--- src/rtl/mem_data_ctrl.sv ---
// MEM-stage load/save responder: serialises 1/2/4-byte requests onto a byte-wide synchronous RAM, LSB first.
// Optional macro MEMCTRL_IO_WAIT_EN adds io_buffer_full back-pressure on writes to the IO region.
module mem_data_ctrl #(
  parameter int RAM_ADDR_WIDTH = 17,
  parameter int DATA_WIDTH     = 32
) (
  input  logic                      clk,
  input  logic                      rst,
  input  logic                      load,
  input  logic                      save,
  input  logic [31:0]               sl_reg_address,
  input  logic [DATA_WIDTH-1:0]     sl_data,
  input  logic [2:0]                sl_data_length,
  input  logic                      sl_data_signed,
  output logic                      mem_ctrl_done,
  output logic [DATA_WIDTH-1:0]     mem_ctrl_data,
  input  logic [7:0]                mem_din,
  output logic [7:0]                mem_dout,
  output logic [RAM_ADDR_WIDTH-1:0] mem_a,
`ifdef MEMCTRL_IO_WAIT_EN
  input  logic                      io_buffer_full,
`endif
  output logic                      mem_wr
);

  typedef enum logic [1:0] {IDLE = 2'd0, READ = 2'd1, WRITE = 2'd2, DONE = 2'd3} state_t;

  state_t                    state_q, state_d;
  logic [2:0]                cnt_q, cnt_d;
  logic [2:0]                nbytes_q, nbytes_d;
  logic                      signed_q, signed_d;
  logic                      io_region_q, io_region_d;
  logic [31:0]               wdata_q, wdata_d;
  logic [23:0]               asm_q, asm_d;
  logic [RAM_ADDR_WIDTH-1:0] mem_a_q, mem_a_d;
  logic [7:0]                mem_dout_q, mem_dout_d;
  logic                      mem_wr_q, mem_wr_d;
  logic                      done_q, done_d;
  logic [DATA_WIDTH-1:0]     data_q, data_d;
  logic                      stall_acc_s, stall_wr_s;
  logic                      unused_s;

  function automatic logic [2:0] len_decode(input logic [2:0] len);
    case (len)
      3'd1:    len_decode = 3'd1;
      3'd2:    len_decode = 3'd2;
      default: len_decode = 3'd4;
    endcase
  endfunction

  // Final byte arrives straight from mem_din, so it is merged here rather than from asm_q.
  function automatic logic [DATA_WIDTH-1:0] extend(input logic [23:0] lo, input logic [7:0] top,
                                                   input logic [2:0] n, input logic sgn);
    case (n)
      3'd1:    extend = {{(DATA_WIDTH-8){sgn & top[7]}}, top};
      3'd2:    extend = {{(DATA_WIDTH-16){sgn & top[7]}}, top, lo[7:0]};
      default: extend = DATA_WIDTH'({top, lo});
    endcase
  endfunction

`ifdef MEMCTRL_IO_WAIT_EN
  assign stall_acc_s = (sl_reg_address[17:16] == 2'b11) && io_buffer_full;
  assign stall_wr_s  = io_region_q && io_buffer_full;
  assign unused_s    = ^sl_reg_address[31:RAM_ADDR_WIDTH];
`else
  assign stall_acc_s = 1'b0;
  assign stall_wr_s  = 1'b0;
  assign unused_s    = ^{sl_reg_address[31:RAM_ADDR_WIDTH], io_region_q};
`endif

  // Next-state and registered-output computation.
  always_comb begin
    state_d     = state_q;
    cnt_d       = cnt_q;
    nbytes_d    = nbytes_q;
    signed_d    = signed_q;
    io_region_d = io_region_q;
    wdata_d     = wdata_q;
    asm_d       = asm_q;
    mem_a_d     = mem_a_q;
    mem_dout_d  = mem_dout_q;
    mem_wr_d    = 1'b0;
    done_d      = 1'b0;
    data_d      = data_q;
    case (state_q)
      IDLE: begin
        if (load || save) begin
          nbytes_d    = len_decode(sl_data_length);
          signed_d    = sl_data_signed;
          io_region_d = (sl_reg_address[17:16] == 2'b11);
          wdata_d     = sl_data[31:0];
          mem_a_d     = sl_reg_address[RAM_ADDR_WIDTH-1:0];
          cnt_d       = 3'd0;
          if (load) begin
            state_d = READ;
          end else begin
            state_d    = WRITE;
            mem_dout_d = sl_data[7:0];
            mem_wr_d   = !stall_acc_s;
          end
        end else begin
          state_d = IDLE;
        end
      end
      READ: begin
        // cnt_q counts edges in READ; byte cnt_q-1 is on mem_din this cycle.
        if (cnt_q == nbytes_q) begin
          data_d  = extend(asm_q, mem_din, nbytes_q, signed_q);
          done_d  = 1'b1;
          state_d = DONE;
        end else begin
          cnt_d = cnt_q + 3'd1;
          case (cnt_q)
            3'd1:    asm_d[7:0]   = mem_din;
            3'd2:    asm_d[15:8]  = mem_din;
            3'd3:    asm_d[23:16] = mem_din;
            default: asm_d        = asm_q;
          endcase
          if (cnt_q < (nbytes_q - 3'd1)) begin
            mem_a_d = mem_a_q + RAM_ADDR_WIDTH'(1);
          end else begin
            mem_a_d = mem_a_q;
          end
        end
      end
      WRITE: begin
        if (!mem_wr_q) begin
          mem_wr_d = !stall_wr_s;
        end else if (cnt_q == (nbytes_q - 3'd1)) begin
          done_d  = 1'b1;
          state_d = DONE;
        end else begin
          cnt_d    = cnt_q + 3'd1;
          mem_a_d  = mem_a_q + RAM_ADDR_WIDTH'(1);
          mem_wr_d = !stall_wr_s;
          case (cnt_q)
            3'd0:    mem_dout_d = wdata_q[15:8];
            3'd1:    mem_dout_d = wdata_q[23:16];
            default: mem_dout_d = wdata_q[31:24];
          endcase
        end
      end
      DONE: begin
        state_d = IDLE;
      end
      default: begin
        state_d = IDLE;
      end
    endcase
  end

  // State and output registers.
  always_ff @(posedge clk or negedge rst) begin
    if (!rst) begin
      state_q     <= IDLE;
      cnt_q       <= 3'd0;
      nbytes_q    <= 3'd4;
      signed_q    <= 1'b0;
      io_region_q <= 1'b0;
      wdata_q     <= 32'd0;
      asm_q       <= 24'd0;
      mem_a_q     <= {RAM_ADDR_WIDTH{1'b0}};
      mem_dout_q  <= 8'd0;
      mem_wr_q    <= 1'b0;
      done_q      <= 1'b0;
      data_q      <= {DATA_WIDTH{1'b0}};
    end else begin
      state_q     <= state_d;
      cnt_q       <= cnt_d;
      nbytes_q    <= nbytes_d;
      signed_q    <= signed_d;
      io_region_q <= io_region_d;
      wdata_q     <= wdata_d;
      asm_q       <= asm_d;
      mem_a_q     <= mem_a_d;
      mem_dout_q  <= mem_dout_d;
      mem_wr_q    <= mem_wr_d;
      done_q      <= done_d;
      data_q      <= data_d;
    end
  end

  assign mem_ctrl_done = done_q;
  assign mem_ctrl_data = data_q;
  assign mem_dout      = mem_dout_q;
  assign mem_a         = mem_a_q;
  assign mem_wr        = mem_wr_q;

endmodule

--- config.mk ---
export PLATFORM = sky130hd
export DESIGN_NAME = mem_data_ctrl
export DESIGN_NICKNAME = d
export VERILOG_FILES = /design/src/rtl/mem_data_ctrl.sv
export SDC_FILE = /design/constraint.sdc
export NUM_CORES = 1
export LEC_CHECK = 0
export ABC_AREA = 0
export CORE_ASPECT_RATIO = 0.6
export CORE_MARGIN = 4
export CORE_UTILIZATION = 40
export CTS_CLUSTER_SIZE = 25
export DETAILED_ROUTE_END_ITERATION = 8
export MAX_ROUTING_LAYER = met4
export PLACE_DENSITY = 0.71
export SLEW_MARGIN = 10
export SYNTH_ARGS = -nofsm -noshare
export SYNTH_HDL_FRONTEND = slang
export SYNTH_SLANG_ARGS = --single-unit
export TNS_END_PERCENT = 20
--- constraint.sdc ---
create_clock -name clk -period 5.1 [get_ports clk]
set_input_delay 0.765 -clock clk [delete_from_list [all_inputs] [get_ports clk]]
set_output_delay 0.765 -clock clk [all_outputs]
set_load 0.03 [all_outputs]
==> summary.md, run 1 <==
| Metric | Value |
|---|---|
| Flip-flop and latch area | between 0.002 and 0.003 mm² |
| Syn avg cell area | around 11 µm² |
| Ys Warns | 0 |
| Setup Fix Bufs, Post-CTS | 0 |
| Yosys top cell area share | 0.505 |
| Status | finished, final reports clean |
| Top-count cell post-synth | dfrtp_1 |
| Sequential area share after synthesis | 0.509 |
| Share of post-route cells with drive strength above 1 | 0.115 |
| Power Dens Cells | slightly below 800 mW/mm² |
| Maxcap violations | 0 |
| Fmax | 333 MHz |
| Setup TNS Final | 0 ns |
| Min-Delay Path Class | reg2reg |
| #FFs+latches synth | about 120 |
| Initial antenna violation count | 0 |
| Hold_buf cts | 0 |
| Clock Tree Buf Depth | 2 |
| Port bufs | 123 |
| First-pass GRT wire length | between 20000 and 25000 µm |
| Initial Utilization | 0.414 |
| Die area | between 0.015 and 0.02 mm² |
| Die H | around 100 µm |
| H-tree levels | 4 |
| Worst Hold Path EP | mem_ctrl_data[17] |
| Final period utilization | 0.589 |
| Cell Chain, Critical Path | inv_1 > ha_1 > ha_1 > nor2b_1 > o211ai_1 > nand4b_4 > or4b_1 > nand3_1 |
| Post-Syn Area | around 0.0057 mm² |
| Type of the worst setup path | reg2reg |
| Clock Skew | between 0.01 and 0.015 ns |
| Die W | 162 µm |
| Synth top area cells | dfrtp_1 (50%), mux2_2 (4.9%), mux2_1 (4.7%) |
| Leak | about 3.2 nW |
| Async S/R FF share, synth | 1.00 |
| Multi-input gate area | approximately 0.0026 mm² |
| Number of synthesized flops with an enable pin | 0 |
| Synthesis-to-finish area growth | 33.5% |
| DRT iter0 DRCs | ~250 |
| Top FF cell, synth | dfrtp_1 |
| Clock Sinks | about 120 |
| RR Startpoint | nbytes_q[0] |
| Antenna viol nets, final | 0 |
| Std cell rows | 33 |
| Xor/xnor share of the synthesized area | 0.00592 |
| CP peak stage delay | about 0.62 ns |
| Final setup fails | 0 |
| Power Total | ~5.9 mW |
| Total number of vias | about 4500 |
| RD Place Congestion | between 0.8 and 0.9 |
| Largest net degree at the start of global routing | a little under 80 |
| Largest family of logic cells by synthesized area | compound AO/OA/AOI/OAI gates |
| Critical Path RT | between 5 and 6 ns |
| Critical Path End Type | flop |
| Reg2reg end | mem_a[16] |
| HPWL after detailed placement | around 10000 µm |
| Post-synthesis cell count | 536 |
| Mux cell area share after synthesis | 0.134 |
| Reg clk slew, reported paths | about 0.06 ns |
| TritonCTS buffer count | 17 |
| Hold Violations, Final | 0 |
| Worst hold path depth | 2 |
| CP Max Fanout | 27 |
| Pins Over Slew Limit | 0 |
| Worst IR Drop VDD | around 320 µV |
| Top post-synthesis cells by count | dfrtp_1 (115), nand2_1 (55), a21oi_1 (36), nor2_1 (31), o21ai_0 (27) |
| RSZ-0062 raised after global routing | no |
| NumNets Final | 750 |
| Synthesized Nets | about 630 |
| Critical-path top delay cell | or4b_1 |
| # diodes | 0 |
| Final WL | around 14000 µm |
| Post_cts resized | 0 |
| Simple-gate area share of the yosys netlist | 0.139 |
| IO Count | roughly 140 |
| Worst-Skew Late Latency | about 0.40 ns |
| Drt first pass iters | 4 |
| Total GRT Usage | 0.188 |
| Drt via density | 5.28 |
| Fillers | 1218 |
| DRC | 0 |
| Root Buffer | clkbuf_16 |
| Drt wl/cell | ~17 µm |
| Hold WS | between 0.4 and 0.5 ns |
| Period minus WS final | about 3 ns |
| Critical Path Start Type | flop |
| Worst Max-Slew Pin Slew | roughly 0.99 ns |
| Adder-Cell Fraction of Synth Area | 0.0373 |
| R2R Setup Slk | roughly 2.1 ns |
| Synth Area in Compound Gates | 0.145 |
| Vias in the first global route | around 4700 |
| R2r worst-path depth | 8 |
| Synth cell types | 53 |
| Area leader, netlist | dfrtp_1 |
| Critical hold path startpoint | mem_ctrl_data[17] |
| Core area | between 0.01 and 0.015 mm² |
| Most frequent CP cell | ha_1 |
| CTS tree | built |
| CP arrival | between 3 and 4 ns |
| Grt ovf | 0 |
| Max transition margin | 0.340 |
-- metrics by stage --
stage,util,worst slack [ns],area [µm²],cells
finish,0.552,2.10,7610,854
global route,0.552,1.79,7610,854
CTS,0.552,2.06,7610,854
detailed placement,0.514,2.03,7090,826
global placement,0.514,2.07,7090,826
floorplan,-,2.54,5700,536
-- state kept, by name (all words and copies together) (netlist names) --
register / cells
mem_ctrl_data: 32
mem_ctrl_done: 1
signed_q: 1
mem_a: 17
cnt_q: 3
asm_q: 24
mem_dout: 8
mem_wr: 1
wdata_q: 24
nbytes_q: 3
state_q: 2
-- worst max-delay path, delay by kind of cell, from the launching register on --
family	cells	cell delay [ns]
and+or+nand+nor	4	1.34
adders and majority gates	2	0.60
AOI/OAI and AO/OA	1	0.53
DFF	1	0.37
buffers and inverters	1	0.09
-- worst max path at each step --
| stage | from | end | depth (start not counted) | slack [ns] |
|---|---|---|---|---|
| final | nbytes_q[0] | mem_a[16] | 8 | 2.10 |
| after global routing | nbytes_q[1] | mem_a[15] | 8 | 1.79 |
| after CTS | nbytes_q[1] | mem_a[10] | 8 | 2.06 |
| after detailed placement | load | mem_a[16] | 6 | 2.03 |
| after global placement | load | mem_a[10] | 6 | 2.07 |
| after floorplan | nbytes_q[2] | mem_dout[0] | 7 | 2.54 |
-- report_power, final --
group          internal, mW  total [mW]  leakage (nW)  switching (mW)
combinational          1.33        3.06          1.59            1.73
clock                 0.679        1.06         0.257           0.382
sequential             1.41        1.75          1.39           0.343
-- per-layer routing --
metal	up-vias	track usage	share of wire
met5	-	-	0
met4	0	0.0429	0.0029
met3	4	0.0711	0.085
met2	153	0.268	0.44
met1	2186	0.257	0.48
li1	2168	-	-
-- cell type report --
| class | instances | area share |
|---|---|---|
| flip-flops and latches | 116 | 0.381 |
| multi-input cells | 377 | 0.346 |
| repair buffers | 128 | 0.166 |
| clock buffers | 22 | 0.0610 |
| well taps | 192 | 0.0316 |
| clock inverters | 6 | 0.00756 |
| inverters | 13 | 0.00641 |
-- logic make-up (layout without fill, tap and decap cells) --
family / after synthesis / count (layout)
muxes: 66 / 66
adders and majority gates: 17 / 17
buffers and inverters: 43 / 169
AOI/OAI and AO/OA: 131 / 131
DFF: 116 / 116
xor gates and xnor gates: 3 / 3
and+or+nand+nor: 160 / 160
-- layout by cell type, fill, tap and decap left out, types with 16 or more instances in the layout --
cell and instances:
mux2_1 24, clkbuf_16 17, nor3_1 26, a22oi_1 16, a21oi_1 36, ha_1 17, o21ai_0 27, mux2_2 25
clkdlybuf4s50_1 122, nand2_1 55, nor2_1 31, dfrtp_1 115
Note: power is estimated with default switching activity, not from simulation.
==> inputs of run 2 (changes only) <==
PLACE_DENSITY = 0.73   (was 0.71)
clock period = 2.45 ns   (was 5.1 ns; I/O delays follow)
==> run 2 against run 1 <==
  * The run now ends with setup timing left
  * Count of clock-buffer cells in the layout down 5
  * Maximum frequency up 18%
  * Critical endpoint unchanged
  * Critical path type unchanged
  * Flip-flop and latch count unchanged
  * Global-route usage up 1.1 points
  * Routed wire length up 7.4%
  * Sequential share of layout area down 2.4 points
==> summary.md, run 2 (same netlist as run 1, synthesis figures left out) <==
| Metric | Value |
|---|---|
| RD Place Congestion | 0.816 (was 0.805) |
| Max reg flops | 32 (unchanged) |
| CP peak stage delay | 0.53 ns (was 0.62 ns) |
| Worst IR Drop VDD | 723 µV (was 315 µV) |
| Final WL | 15300 µm (was 14300 µm) |
| Pins Over Slew Limit | 0 (unchanged) |
| Std cell rows | 33 (unchanged) |
| Worst-Skew Late Latency | 0.41 ns (was 0.40 ns) |
| Commonest cells after routing, fill and taps aside | clkdlybuf4s50_1 (122), dfrtp_1 (115), nand2_1 (55) (unchanged) |
| Type of the worst setup path | reg2reg (unchanged) |
| Critical Path RT | 2.80 ns (was 5.44 ns) |
| Initial antenna violation count | 1 (was 0) |
| Die H | 100 µm (unchanged) |
| Total GRT Usage | 0.199 (was 0.188) |
| Grt ovf | 0 (unchanged) |
| H-tree levels | 4 (unchanged) |
| TritonCTS buffer count | 17 (unchanged) |
| Final period utilization | 1.04 (was 0.589) |
| Dpl ws | -0.0457 ns (was 2.03 ns) |
| Final setup fails | 21 (was 0) |
| Largest net degree at the start of global routing | 66 (was 77) |
| CP Max Fanout | 5 (was 27) |
| Cell Chain, Critical Path | inv_2 > ha_4 > xnor2_2 > ha_1 > and3_4 > a221o_1 > buf_4 > nand4b_4 > or4b_1 > nand3_1 (was inv_1 > ha_1 > ha_1 > nor2b_1 > o211ai_1 > nand4b_4 > or4b_1 > nand3_1) |
| Maxcap violations | 0 (unchanged) |
| Leak | 3.47 nW (was 3.24 nW) |
| Antenna viol nets, final | 0 (unchanged) |
| CTS tree | built (unchanged) |
| Fillers | 1151 (was 1218) |
| Family with the most delay on the worst path | simple AND/OR/NAND/NOR gates (unchanged) |
| Critical-path top delay cell | or4b_1 (unchanged) |
| Core area | 0.0138 mm² (unchanged) |
| Max transition margin | 0.572 (was 0.340) |
| Clock Tree Buf Depth | 2 (unchanged) |
| Clock Skew | 0.0118 ns (was 0.0145 ns) |
| DRC | 0 (unchanged) |
| CP arrival | 2.90 ns (was 3.34 ns) |
| Fmax | 392 MHz (was 333 MHz) |
| Critical Path Stages | 10 (was 8) |
| Die W | 162 µm (unchanged) |
| Power Total | 13.5 mW (was 5.87 mW) |
| Drt first pass iters | 5 (was 4) |
| WP buf/inv | 2 (was 1) |
| First-pass GRT wire length | 25200 µm (was 23600 µm) |
| Multi-input gate area | 0.00277 mm² (was 0.00263 mm²) |
| IO Count | 139 (unchanged) |
| Power Dens Cells | 1670 mW/mm² (was 771 mW/mm²) |
| Share of post-route cells with drive strength above 1 | 0.197 (was 0.115) |
| Flip-flop and latch area | 0.00290 mm² (unchanged) |
| Min-Delay Path Class | in2async (was reg2reg) |
| Vias in the first global route | 4968 (was 4663) |
| Drt wl/cell | 17.2 µm (was 16.7 µm) |
| R2r worst-path depth | 10 (was 8) |
| Port bufs | 123 (unchanged) |
| Reg clk slew, reported paths | 0.06 ns (about the same) |
| Failing checks | setup timing |
| Period minus WS final | 2.55 ns (was 3.00 ns) |
| Synthesis-to-finish area growth | 42.3% (was 33.5%) |
| DRT iter0 DRCs | 310 (was 249) |
| Critical Path Start Type | flop (unchanged) |
| Drt via density | 5.24 (was 5.28) |
| NumNets Final | 782 (was 750) |
| Total number of vias | 4672 (was 4511) |
| Clock Sinks | 116 (unchanged) |
| Initial Utilization | 0.414 (unchanged) |
| HPWL after detailed placement | 10900 µm (was 10100 µm) |
| Status | finished, violations left (was finished, final reports clean) |
| Critical Path End Type | flop (unchanged) |
| R2R Setup Slk | -0.1 ns (was 2.10 ns) |
| Worst Max-Slew Pin Slew | 0.642 ns (was 0.986 ns) |
| Hold Violations, Final | 0 (unchanged) |
| Setup WS post-layout | -0.100 ns (was 2.10 ns) |
| Most common cell after layout, fill and taps aside | clkdlybuf4s50_1 (unchanged) |
| Die area | 0.0163 mm² (unchanged) |
| RSZ-0062 raised after global routing | yes (was no) |
| Hold WS | 0.480 ns (was 0.479 ns) |
| Root Buffer | clkbuf_16 (unchanged) |
[run 2: where the power goes]
group          leakage [nW]  switching (mW)  internal, mW  total (mW)
Sequential             1.39           0.688          2.93        3.62
Combinational          1.82            4.04          3.59        7.62
Clock                 0.256           0.901          1.38        2.28
[run 2: layer usage]
layer  track usage  routed length, µm
met2         0.283               6460
met1         0.274               7420
met5             -                  0
met4        0.0481                196
met3        0.0703               1240
[run 2: final timing paths]
path                                  start                 to
max reg2reg                     nbytes_q[0]          mem_a[16]
min                                     rst  mem_ctrl_data[30]
max in group asynchronous               rst        nbytes_q[2]
max                             nbytes_q[0]          mem_a[16]
min in group clk           mem_ctrl_data[2]   mem_ctrl_data[2]
min reg2reg                mem_ctrl_data[2]   mem_ctrl_data[2]
[run 2: area by class of cell]
| type | count | share of cell area |
|---|---|---|
| clock inverters | 14 | 0.0142 |
| clock buffers | 17 | 0.0524 |
| well taps | 192 | 0.0296 |
| diodes | 2 | 0.000617 |
| flip-flops and latches | 116 | 0.358 |
| multi-input cells | 377 | 0.342 |
| inverters | 13 | 0.00601 |
| repair buffers | 160 | 0.198 |
[run 2: repair_timing]
item / CTS / global route
pin swaps: 3 / 7
hold buffers: 1 / 0
hold endpoints to repair: 34 / 0
endpoints found under the setup margin: 9 / 28
buffers inserted: 3 / 2
gates cloned: 1 / 1
resized for setup: 16 / 15
[run 2: per-stage QoR]
step,utilization,area [µm²],TNS [ns],std cells
detailed placement,0.531,7320,-0.0954,850
global route,0.588,8110,-3.13,890
finish,0.589,8120,-0.516,891
floorplan,-,5710,0,536
global placement,0.531,7320,0,850
CTS,0.580,7990,-0.522,886
